**src/rtl/dmem_arbiter_pkg.sv**
```systemverilog
// Shared types and defaults for the data-memory arbiter.
// Covers the arbiter state, request/response records and window defaults.
package dmem_arbiter_pkg;

  typedef enum logic {
    ARB_IDLE   = 1'b0,
    ARB_LOCKED = 1'b1
  } arb_state_e;

  typedef struct packed {
    logic [63:0] addr;
    logic [63:0] wdata;
    logic [63:0] wmask;
    logic        wen;
    logic        lock;
  } mem_req_t;

  typedef struct packed {
    logic [63:0] rdata;
    logic        err;
  } mem_resp_t;

  localparam logic [63:0] DEF_MEM_BASE = 64'h0000_0000_8000_0000;
  localparam logic [63:0] DEF_MEM_SIZE = 64'h0000_0000_0800_0000;

  // Half-open window [base, limit); limit is precomputed so there is no wrap.
  function automatic logic addr_in_window(input logic [63:0] addr,
                                          input logic [63:0] base,
                                          input logic [63:0] limit);
    return (addr >= base) && (addr < limit);
  endfunction

endpackage

```
**src/rtl/dmem_arbiter_lock_watchdog.sv**
```systemverilog
// Idle-cycle counter for a locked owner.
// Raises expire in the cycle that would take it past LOCK_MAX idle cycles.
module dmem_arbiter_lock_watchdog #(
  parameter int LOCK_MAX   = 16,
  parameter int LOCK_CNT_W = 5
) (
  input  logic clk,
  input  logic rst,
  input  logic clr,
  input  logic inc,
  output logic expire
);

  localparam logic [LOCK_CNT_W-1:0] TERM = LOCK_CNT_W'(LOCK_MAX - 1);

  logic [LOCK_CNT_W-1:0] cnt;

  assign expire = inc & ~clr & (cnt == TERM);

  always_ff @(posedge clk or posedge rst) begin
    if (rst) begin
      cnt <= '0;
    end else if (clr || expire) begin
      cnt <= '0;
    end else if (inc) begin
      cnt <= cnt + LOCK_CNT_W'(1);
    end
  end

endmodule

```
**src/rtl/dmem_arbiter.sv**
```systemverilog
// Two-master arbiter for the RAM data port: round-robin grant, RMW lock with
// watchdog, address-window check and a registered one-cycle response.
module dmem_arbiter
  import dmem_arbiter_pkg::*;
#(
  parameter logic [63:0] MEM_BASE   = DEF_MEM_BASE,
  parameter logic [63:0] MEM_SIZE   = DEF_MEM_SIZE,
  parameter int          LOCK_MAX   = 16,
  parameter int          LOCK_CNT_W = 5
) (
  input  logic        clk,
  input  logic        reset,

  input  logic        m0_req_valid,
  output logic        m0_req_ready,
  input  logic [63:0] m0_addr,
  input  logic [63:0] m0_wdata,
  input  logic [63:0] m0_wmask,
  input  logic        m0_wen,
  input  logic        m0_lock,
  output logic        m0_resp_valid,
  output logic [63:0] m0_resp_rdata,
  output logic        m0_resp_err,

  input  logic        m1_req_valid,
  output logic        m1_req_ready,
  input  logic [63:0] m1_addr,
  input  logic [63:0] m1_wdata,
  input  logic [63:0] m1_wmask,
  input  logic        m1_wen,
  input  logic        m1_lock,
  output logic        m1_resp_valid,
  output logic [63:0] m1_resp_rdata,
  output logic        m1_resp_err,

  output logic        dmem_en,
  output logic [63:0] dmem_addr,
  output logic [63:0] dmem_wdata,
  output logic [63:0] dmem_wmask,
  output logic        dmem_wen,
  input  logic [63:0] dmem_rdata,

  output logic        lock_err
);

  localparam logic [63:0] MEM_END = MEM_BASE + MEM_SIZE;

  arb_state_e  state;
  logic        owner;
  logic        rr;
  mem_req_t    req0, req1, req_sel;
  mem_resp_t   resp0_q, resp1_q;
  logic        fire0, fire1, fire;
  logic        win;
  logic        expire;
  logic [63:0] rdata_next;
  logic        err_next;

  assign req0 = '{addr: m0_addr, wdata: m0_wdata, wmask: m0_wmask, wen: m0_wen, lock: m0_lock};
  assign req1 = '{addr: m1_addr, wdata: m1_wdata, wmask: m1_wmask, wen: m1_wen, lock: m1_lock};

  always_comb begin
    m0_req_ready = 1'b0;
    m1_req_ready = 1'b0;
    if (state == ARB_IDLE) begin
      m0_req_ready = m0_req_valid & (~m1_req_valid | ~rr);
      m1_req_ready = m1_req_valid & (~m0_req_valid | rr);
    end else begin
      m0_req_ready = m0_req_valid & ~owner;
      m1_req_ready = m1_req_valid & owner;
    end
  end

  assign fire0   = m0_req_valid & m0_req_ready;
  assign fire1   = m1_req_valid & m1_req_ready;
  assign fire    = fire0 | fire1;
  assign req_sel = fire1 ? req1 : req0;
  assign win     = addr_in_window(req_sel.addr, MEM_BASE, MEM_END);

  assign dmem_en    = fire & win;
  assign dmem_wen   = dmem_en & req_sel.wen;
  assign dmem_addr  = dmem_en ? req_sel.addr  : '0;
  assign dmem_wdata = dmem_en ? req_sel.wdata : '0;
  assign dmem_wmask = dmem_en ? req_sel.wmask : '0;

  assign rdata_next = (dmem_en & ~req_sel.wen) ? dmem_rdata : '0;
  assign err_next   = fire & ~win;

  // While locked, any fire is necessarily the owner's, so fire alone clears it.
  dmem_arbiter_lock_watchdog #(
    .LOCK_MAX   (LOCK_MAX),
    .LOCK_CNT_W (LOCK_CNT_W)
  ) u_lock_watchdog (
    .clk    (clk),
    .rst    (reset),
    .clr    (fire),
    .inc    ((state == ARB_LOCKED) & ~fire),
    .expire (expire)
  );

  always_ff @(posedge clk or posedge reset) begin
    if (reset) begin
      state         <= ARB_IDLE;
      owner         <= 1'b0;
      rr            <= 1'b0;
      m0_resp_valid <= 1'b0;
      m1_resp_valid <= 1'b0;
      resp0_q       <= '0;
      resp1_q       <= '0;
      lock_err      <= 1'b0;
    end else begin
      m0_resp_valid <= fire0;
      m1_resp_valid <= fire1;
      resp0_q       <= fire0 ? '{rdata: rdata_next, err: err_next} : '0;
      resp1_q       <= fire1 ? '{rdata: rdata_next, err: err_next} : '0;
      lock_err      <= expire;
      case (state)
        ARB_IDLE: begin
          if (fire) begin
            rr <= ~fire1;
            if (req_sel.lock) begin
              state <= ARB_LOCKED;
              owner <= fire1;
            end
          end
        end
        ARB_LOCKED: begin
          if (fire) begin
            if (!req_sel.lock) begin
              state <= ARB_IDLE;
              rr    <= ~owner;
            end
          end else if (expire) begin
            state <= ARB_IDLE;
            rr    <= ~owner;
          end
        end
        default: state <= ARB_IDLE;
      endcase
    end
  end

  assign m0_resp_rdata = resp0_q.rdata;
  assign m0_resp_err   = resp0_q.err;
  assign m1_resp_rdata = resp1_q.rdata;
  assign m1_resp_err   = resp1_q.err;

endmodule

```
**config.mk**
```make
export PLATFORM = sky130hd
export DESIGN_NAME = dmem_arbiter
export DESIGN_NICKNAME = d
export VERILOG_FILES = /design/src/rtl/dmem_arbiter_pkg.sv /design/src/rtl/dmem_arbiter_lock_watchdog.sv /design/src/rtl/dmem_arbiter.sv
export SDC_FILE = /design/constraint.sdc
export NUM_CORES = 1
export LEC_CHECK = 0
export CORE_AREA = 2 2 309 311
export CTS_CLUSTER_SIZE = 14
export DETAILED_ROUTE_END_ITERATION = 16
export DIE_AREA = 0 0 311 313
export PLACE_DENSITY_LB_ADDON = 0.2
export SLEW_MARGIN = 15
export SYNTH_ARGS = -nofsm -noshare
export SYNTH_HDL_FRONTEND = slang
export SYNTH_SLANG_ARGS = --single-unit
```
**constraint.sdc**
```tcl
create_clock -name clk -period 9.5 [get_ports clk]
set_input_delay 1.9 -clock clk [delete_from_list [all_inputs] [get_ports clk]]
set_output_delay 1.9 -clock clk [all_outputs]
set_load 0.02 [all_outputs]
```
# == Word-level counts from Yosys, hierarchy flattened ==
# Cells that the tools add are included.
# word_totals
register_bits,141
input_bits,456
out_inout_bits,329
word_cells,69
# classes
n_addsub,1
order_cmp,2
eq_ne,4
muxes,21
bitwise_logic,25
n_reduce_logical,5
# op_table
op,n
$mux 64,4
$mux 194,1
$mux 65,2
$ge 64x32->1 const B,1
$lt 64x32->1 const B,1
$and 1x1->1,13
$mux 1,10
$mux 5,2
$not 1->1,9
$reduce_and 3->1,2
$add 5x1->5 const B,1
$eq 5x4->1 const B,1
$pmux 1 s2,2
$ne 3x1->1 const B,1
$ne 3x3->1 const B,1
$or 1x1->1,3
$ne 2x2->1 const B,1
$reduce_bool 2->1,1
$logic_and 1x1->1,1
$logic_or 1x1->1,1

# == Depth between registers and ports, before layout ==
# Gate-level depths: netlist (run 1).
# logic_depth
word_depth,13
ltp_mapped,9
mapped_depth_nobuf,7

# == Cells and area by module ==
# From an unflattened synthesis (run 1), not the netlist that was laid out.
# unflattened
cells_unflattened,847
area_unflattened_um2,7505.9
# modules_own_cells
mod,n_inst,cells_each,area_each_um2,seq_area_each_um2
dmem_arbiter,1,818,7226.9,3403.3
dmem_arbiter_lock_watchdog,1,29,279.0,125.1

# == Least setup slack after synthesis (run 1) ==
# No wires, ideal clock.
# synth_path
path_type,input port to output port
start,in m0_addr[61]
end,out dmem_wmask[35]
t_arrival_ns,3.572
t_required_ns,7.600
slack_ns,4.028
path_stages,6
path_buffers,2
cell_sequence,or4_1 a311oi_2 nand4b_1 buf_2 buf_2 a21oi_1
# synth_via
elab_chain_cells,5
elab_cells_between_ends,6
cone_classes,order compare (2); mux (2); bitwise (1); reduce/logical (1)
# synth_lines
item,line_no,text
from (decl),dmem_arbiter.sv:16,"input logic [63:0] m0_addr,"
$mux 194 *,dmem_arbiter.sv:77,assign req_sel = fire1 ? req1 : req0;
$ge 64x32->1 / $lt 64x32->1 (equally long branches),dmem_arbiter_pkg.sv:30,return (addr >= base) && (addr < limit);
$logic_and 1x1->1 *,dmem_arbiter_pkg.sv:30,
$and 1x1->1 *,dmem_arbiter.sv:80,assign dmem_en = fire & win;
$mux 64 *,dmem_arbiter.sv:84,assign dmem_wmask = dmem_en ? req_sel.wmask : '0;
to (decl),dmem_arbiter.sv:39,"output logic [63:0] dmem_wmask,"
# Every way passes the cells marked *; elsewhere a longest branch is shown, timed or not.

# == Final worst setup path (run 1) ==
# layout_path
start,in m0_req_valid
end,out dmem_wmask[47]
# layout_via
elab_chain_cells,10
elab_cells_between_ends,16
cone_classes,order compare (2); mux (4); bitwise (9); reduce/logical (1)
# layout_lines
item,line_no,text
from (decl),dmem_arbiter.sv:14,"input logic m0_req_valid,"
$not 1->1,dmem_arbiter.sv:67,m1_req_ready = m1_req_valid & (~m0_req_valid | rr);
$or 1x1->1,dmem_arbiter.sv:67,
$and 1x1->1,dmem_arbiter.sv:67,
$mux 1,dmem_arbiter.sv:65,if (state == ARB_IDLE) begin
$and 1x1->1,dmem_arbiter.sv:75,assign fire1 = m1_req_valid & m1_req_ready;
$mux 194,dmem_arbiter.sv:77,
$ge 64x32->1 / $lt 64x32->1 (equally long branches),dmem_arbiter_pkg.sv:30,
$logic_and 1x1->1,dmem_arbiter_pkg.sv:30,
$and 1x1->1,dmem_arbiter.sv:80,
$mux 64 *,dmem_arbiter.sv:84,
# Marks and branches as above.

==> results of run 1 <==
metal layers:
layer,track usage,up-vias,wire length [um]
met4,0.0271,10,1120
met3,0.0469,63,5570
li1,-,4681,-
met2,0.242,499,34600
met1,0.149,4921,26100
met5,0,-,72
area by class of cell:
cell class	instances	area [um2]
diodes	1	2.50
clock buffers	17	425
clock inverters	15	175
fillers	10500	76300
inverters	7	31.3
multi-input cells	681	4450
flip-flops and latches	141	3530
well taps	1265	1580
repair buffers	765	7680
kinds of logic after synthesis:
logic type,Yosys count,synth area share
compound gates,241,0.145
xor+xnor,1,0.00102
fa+ha+maj,2,0.00290
buf+inv,154,0.0937
flops,141,0.409
mux,156,0.181
other cells,1,0.000435
simple gates,245,0.166
worst reg2reg max path, delay by kind of cell (launching register included):
| family | cells | cell delay (ns) |
|---|---|---|
| flip-flops | 1 | 0.47 |
| buffers and inverters | 1 | 0.80 |
| AO/OA/AOI/OAI | 1 | 0.25 |
| AND/OR/NAND/NOR | 3 | 1.71 |
power groups by stage:
| stage | logic, mW | registers [mW] | clock network (mW) |
|---|---|---|---|
| 2_1_floorplan | 0.375 | 0.631 | 0 |
| 3_3_place_gp | 0.796 | 0.630 | 0 |
| 3_5_place_dp | 0.794 | 0.630 | 0 |
| 4_1_cts | 0.799 | 0.619 | 0.731 |
| 5_1_grt | 0.826 | 0.621 | 0.754 |
| 6_report | 0.773 | 0.619 | 0.706 |
worst min-delay path by stage:
stage / from / to / depth (start not counted)
floorplan: u_lock_watchdog.cnt[4] / u_lock_watchdog.cnt[4] / 2
global placement: u_lock_watchdog.cnt[4] / u_lock_watchdog.cnt[4] / 2
detailed placement: u_lock_watchdog.cnt[4] / u_lock_watchdog.cnt[4] / 2
CTS: u_lock_watchdog.cnt[4] / u_lock_watchdog.cnt[4] / 2
global route: rr / rr / 1
finish: u_lock_watchdog.cnt[4] / u_lock_watchdog.cnt[4] / 2
stage by stage:
| step | area (um2) | std cells | setup WS, ns | power, mW |
|---|---|---|---|---|
| 5_1_grt | 17900 | 2892 | 1.43 | 2.20 |
| 2_1_floorplan | 8750 | 976 | 3.82 | 1.01 |
| 3_5_place_dp | 17300 | 2859 | 1.50 | 1.42 |
| 4_1_cts | 17900 | 2891 | 1.47 | 2.15 |
| 3_3_place_gp | 17300 | 2859 | 1.60 | 1.43 |
| 6_report | 17900 | 2892 | 1.61 | 2.10 |
cells in the final DEF (no fill, tap or decap), types with 2 or more instances in the layout:
| cell type | n |
|---|---|
| dfrtp_1 | 141 |
| and3_1 | 4 |
| clkinvlp_4 | 2 |
| o21ai_0 | 5 |
| and4_1 | 2 |
| clkbuf_16 | 17 |
| buf_12 | 6 |
| or2_2 | 2 |
| inv_6 | 5 |
| nor4_1 | 14 |
| inv_8 | 3 |
| clkinv_4 | 3 |
| ha_1 | 2 |
| buf_4 | 11 |
| nand3_4 | 2 |
| bufinv_16 | 2 |
| nor2_1 | 4 |
| inv_1 | 6 |
| nor3_1 | 66 |
| clkdlybuf4s50_1 | 747 |
| nand2_1 | 10 |
| a21boi_0 | 2 |
| conb_1 | 36 |
| nand2b_1 | 65 |
| mux2i_1 | 156 |
| o22ai_1 | 2 |
| a21oi_1 | 222 |
| nand4_1 | 67 |
==> impl.org, run 1 <==
** Setup path
- The most numerous cell type found on the critical path is clkdlybuf4s50_1.
- Crit path buf inv count :: 3
- CP Class :: in2out
- Launch point of the critical path :: m0_req_valid
- In this run the critical register-to-register path is launched from state.
- The signal on the critical path passes through clkdlybuf4s50_1 > or3b_1 > a311oi_2 > nand4b_1 > buf_12 > a21oi_1 > clkdlybuf4s50_1.
- On the worst path, the slowest cell contributes a delay of between 0.8 and 0.9 ns.
- Of all nets on the critical path, the largest fanout is around 150.
- Cell depth of the worst setup path :: 7
- Endpoint kind of the worst setup timing path :: output port
- Required time reported for the critical path endpoint :: 7.60 ns
- In this design, the largest share of critical-path delay is due to buffers and inverters.
- For the worst setup path, the data arrival time is around 6 ns.
- Capture point of the critical path :: dmem_wmask[47]
- Setup slack, reg-to-reg :: just over 6 ns
- The endpoint identified for the worst register-to-register timing path is m0_resp_rdata[24].
- R2R depth :: 5
- Startpoint Class :: input pin
- The slowest stage of the critical path is the nand4b_1 cell.

** Synth
- Flop and latch count out of synthesis :: 141
- The cell count after synthesis came out at between 900 and 1000.
- Counting distinct cell types in the post-synthesis netlist gives 43.
- For this run, the number of Yosys warnings is 0.
- Ranked by total cell area, the synthesized netlist is headed by dfrtp_1 41%, mux2i_1 18%, a21oi_1 13%, nand4_1 4.9%, nand2b_1 4.7%.
- Cell taking the most area after synthesis :: dfrtp_1
- A synthesized cell averages between 9 and 10 um2.
- Summing every instance area after synthesis gives between 8000 and 9000 um2.
- Proportion of synthesized flip-flops having asynchronous set or reset :: 1.00
- For this run, the register share of the synthesized area comes to 0.409.
- In this run, synthesis inferred 0 flip-flops with an integrated enable.
- By count the netlist is led by 222 x a21oi_1, 156 x mux2i_1, 141 x dfrtp_1, 67 x nand4_1, 66 x nor3_1.
- Yosys instantiated no cell more often than a21oi_1.
- Area fraction of the dominant cell type after synthesis :: 0.409
- Leading register cell type out of synthesis :: dfrtp_1

** STA
- The tightest hold path in the finished design has a slack of approximately 0.48 ns.
- Of the available clock period, the critical path in the final layout requires 0.830.
- For the final database, setup skew stands at between 0.01 and 0.015 ns.
- Setup tns final :: 0 ns
- Relative slew margins :: 0.325
- For the pin with the worst max-slew slack, the measured transition is ~1 ns.
- Number of endpoints failing setup at the final stage :: 0
- Final-report max-slew violation count :: 0
- The worst path needs 7.89 ns of the cycle, external delays included.
- Fin. Hold Viols :: 0
- Upper clock frequency limit :: 127 MHz
- Setup repair after global routing left no endpoint under its margin.

** Floorplan
- The initial utilization of the core area, before any placement, comes to 0.0916.
- After floorplanning, the core was sized to cover ~94000 um2.
- I/O pin cnt :: 785
- The floorplan has roughly 110 rows.
- Die height :: 313 um
- In this run the horizontal extent of the chip is between 300 and 400 um.
- The die covers 97300 um2.

** Pwr
- Power share of the clock group :: 0.337
- The share of total power dissipated in sequential elements is 0.295.
- The share of total power dissipated in combinational logic is 0.368.
- Max rail drop VDD :: slightly above 90 uV
- For this design the static power due to leakage is 7.16 nW.
- Cell area power density :: 117 nW/um2
- Switching power total :: 0.752 mW
- Of the total power, the share spent switching nets is 0.359.
- Int Power :: between 1 and 1.5 mW

** Place
- The congestion estimate from routability-driven global placement came to roughly 0.9.
- Port buffering added ~750 buffers.
- Post-DP HPWL :: roughly 54000 um

** Cells and area
- In the final layout, the share of cells above drive strength 1 is 0.0369.
- The area growth from synthesis to layout is 107%.
- For this run, the share of the core covered by cells in the final layout is 0.190.
- After the last flow step, the layout net total stands at ~2100.

** Global route
- The via count of the first global-routing pass was 11000.
- For this run, the total global-route usage over all layers was measured as 0.133.
- Number of antenna violations at the first check in global routing :: 20
- Largest net degree at the start of global routing :: ~150
- The first global-routing pass estimated 91400 um of wire.
- Global routing finished with a remaining overflow of 0.

** Clock network
- H-tree levels :: 4
- TritonCTS Buffers :: 17
- After clock tree synthesis, the flow added hold-fix buffers numbering 0.
- The tree built by TritonCTS fans out to 141 sinks.
- At the later pin of the worst-skew pair, clock insertion delay measures 0.45 ns.
- The longest clock path from root to sink contains 2 buffers.
- TritonCTS clock tree :: done
- Clk slew on worst S/H paths :: 0.06 ns
- Setup bufs post-CTS :: 0
- The tree is rooted in a clkbuf_16.
- The number of gates resized after CTS was 0.

** Route
- Count of unresolved DRC violations after routing :: 0
- The first detailed-routing pass took 5 iterations.
- Routed length per instance :: between 20 and 25 um
- Total via count after detailed routing :: ~10000
- For this block, the initial DRC count from the detailed router was 626.
- Aggregate routed wire length :: around 67000 um
- In the routed layout, each cell is associated on average with a via count of ~3.5.
- Remaining antenna violation count after routing :: 0

** Run
- Number of max-cap violations :: 0

** Min path
- The min-delay analysis places its worst path in the category reg2reg.

** Outcome
- Run status :: completed
Note: power is estimated with default switching activity, not from simulation.
==> inputs of run 2 (changes only) <==
CORE_AREA = 2 2 306 308   (was 2 2 309 311)
DIE_AREA = 0 0 308 310   (was 0 0 311 313)
clock period = 7.25 ns   (was 9.5 ns; I/O delays follow)
==> run 2 against run 1 <==
Register-to-register slack got worse by 1.8 ns; sequential share of layout area decreased by 0.10 points; sequential cell count unchanged; largest power group unchanged; power increased by 31%; highest routed layer unchanged; combinational power increased by 28%; clock power increased by 33%; die area decreased by 1.9%; via count increased by 0.66%; first-iteration DRC count decreased by 37%; critical path depth unchanged; sequential power increased by 31%; global-route usage increased by 0.12 points.
==> impl.org, run 2 (synthesis gave the netlist of run 1 again) <==
** Clock network
- Number of cells upsized or downsized after cts :: 0 (unchanged)
- The number of buffers between clock root and the deepest sink is 2 (unchanged).
- The latest clock arrival within the worst-skew pair is 0.45 ns (about the same).
- The total CTS buffers was 17 (unchanged).
- Clk slew on worst S/H paths :: 0.06 ns (about the same)
- The number of levels in the clock H-tree was 4 (unchanged).
- Number of sinks handled by clock tree synthesis :: 141 (unchanged)
- The cts-stage hold buffer count is 0 (unchanged).
- The post-CTS setup buffer count was 0 (unchanged).
- Clk Tree Root Cell :: clkbuf_16
- TritonCTS built the clock tree.

** Cells and area
- Final design utilization :: 0.194 (+0.00442)
- Growth of design area from synthesis to finish :: 108%
- Count of placed standard cells in the final layout, fillers left out :: 2831 (-2.1%)
- Number of fill cells in the layout :: 10200 (-2.6%)
- The proportion of layout cells with a drive suffix above 1 came to 0.0540 (+0.0171).
- The cell area after layout was 18000 um2 (+0.51%).
- Final #Nets :: 2075 (+0.19%)
- Most common cell after layout, fill and taps aside :: clkdlybuf4s50_1
- Commonest cells after routing, fill and taps aside :: 723 x clkdlybuf4s50_1, 222 x a21oi_1, 156 x mux2i_1, 141 x dfrtp_1, 67 x nand4_1

** STA
- The measured slew at the worst slew-check pin is 1.02 ns (+0.0352 ns).
- Fin. Hold Viols :: 0 (unchanged)
- The worst slew margin relative to its limit was 0.301 (-0.0241).
- Setup repair after global routing left no endpoint under its margin.
- The routed design could run at a clock period as short as roughly 6.5 ns.
- Setup tns final :: 0 ns (unchanged)
- The maximum clock skew at final layout came to 0.0105 ns (-0.00366 ns).
- The final worst hold slack came to 0.482 ns (-0.00137 ns).
- The final number of max-transition violations is 0 (unchanged).
- Number of endpoints failing setup at the final stage :: 0 (unchanged)
- Post-route clock period utilization :: 0.890
- For this run, the top clock speed supported by timing is 155 MHz.

** Global route
- Largest net degree at the start of global routing :: 149 (unchanged)
- Number of antenna violations at the first check in global routing :: 33 (+65%)
- The via count of the first global-routing pass came to 10600 (-3.2%).
- The overall overflow remaining after global route was 0 (unchanged).
- Wire length of the first global-routing pass :: 88200 um (-3.6%)
- All-layer global routing usage :: 0.134 (+0.00116)

** Pwr
- Cell area power density :: 153 nW/um2 (+30%)
- The worst ir drop on vdd is 171 uV (+87%).
- The leakage power of the design came to 7.27 nW (+1.5%).

** Setup path
- Endpoint kind of the worst setup timing path :: output port
- The worst setup path is of the in2out kind.
- STA classifies the critical path startpoint as an input pin.
- The critical-path maximum fanout is 148 (unchanged).
- The worst path arrival time was 5.00 ns (-0.99 ns).
- Required time reported for the critical path endpoint :: 5.80 ns (-1.80 ns)

** Min path
- The worst hold path belongs to the class reg2reg.

** Route
- Length of the first detailed-routing pass in iterations :: 4 (-1)
- The mean routed wirelength per cell was 23.9 um (+2.3%).
- Remaining antenna violation count after routing :: 0 (unchanged)
- Aggregate routed wire length :: 67600 um (+0.18%)
- The via count of the routed design came to 10200 (+0.66%).
- The average vias per placed instance came to 3.62 (+2.8%).
- The number of DRC violations after detailed-routing iteration 0 came to 394 (-37%).
- The number of DRC violations after detailed routing is 0 (unchanged).

** Place
- Placer Congestion :: 0.868 (-1.2%)
- The placement-stage cell area came to 17300 um2 (+0.38%).
- Post-DP HPWL :: 55300 um (+1.7%)
- Port bufs :: 748 (unchanged)
- The cell count after placement is 2795 (-2.2%).

** Floorplan
- Full die area :: 95500 um2 (-1.9%)
- The number of top-level pins was 785 (unchanged).
- The vertical die dimension was 310 um (-0.96%).
- Starting Density :: 0.0932 (+0.00166)
- Area of the core region :: 92500 um2 (-1.8%)
- The number of rows created at floorplan was 112 (-0.88%).
- DIE WIDTH :: 308 um (-0.96%)

** Run
- Number of max-cap violations :: 0 (unchanged)

** Outcome
- Run status :: completed
run 2: routing by layer:
metal  GRT usage  up-vias  share of wire
met1       0.144     4901           0.37
met5           0        -         0.0013
li1            -     4693              -
met3      0.0563       75          0.096
met4      0.0374       14          0.021
met2       0.240      558           0.51
run 2: per-stage QoR:
stage / worst slack [ns] / power [mW]
after floorplan: 2.02 / 1.32
after global placement: 0.939 / 1.84
after detailed placement: 0.990 / 1.84
after CTS: 0.962 / 2.80
after global routing: 0.740 / 2.87
final: 0.796 / 2.74
run 2: where the power goes:
part | switching, mW | total [mW] | internal (mW)
registers | 0.0129 | 0.813 | 0.800
clock network | 0.381 | 0.938 | 0.556
logic | 0.541 | 0.991 | 0.450
run 2: area by class of cell:
| cell class | count | area [um2] | area share |
|---|---|---|---|
| multi-input cells | 681 | 4460 | 0.248 |
| repair buffers | 769 | 7830 | 0.436 |
| clock inverters | 14 | 179 | 0.00996 |
| inverters | 7 | 31.3 | 0.00174 |
| flip-flops and latches | 141 | 3530 | 0.196 |
| clock buffers | 18 | 439 | 0.0244 |
| well taps | 1197 | 1500 | 0.0833 |
| diodes | 4 | 10.0 | 0.000557 |
run 2: worst max-delay path, cell delays in order:
cell and delay, ns:
clkdlybuf4s50_1 0.61, or3b_1 0.50, a311oi_2 0.45, nand4b_1 0.24, buf_12 0.25, a21oi_1 0.54
clkdlybuf4s50_1 0.70
run 2: final timing paths:
| kind | slack [ns] | end | start | cells past startpoint |
|---|---|---|---|---|
| setup reg to reg | 4.32 | m0_resp_rdata[62] | state | 6 |
| max in group asynchronous | 4.33 | m1_resp_rdata[31] | reset | 3 |
| hold / removal | 0.48 | u_lock_watchdog.cnt[4] | u_lock_watchdog.cnt[4] | 2 |
| min in group asynchronous | 1.50 | m1_resp_rdata[12] | reset | 2 |
| hold reg to reg | 0.48 | u_lock_watchdog.cnt[4] | u_lock_watchdog.cnt[4] | 2 |
| setup / recovery | 0.80 | dmem_wmask[43] | m0_req_valid | 7 |
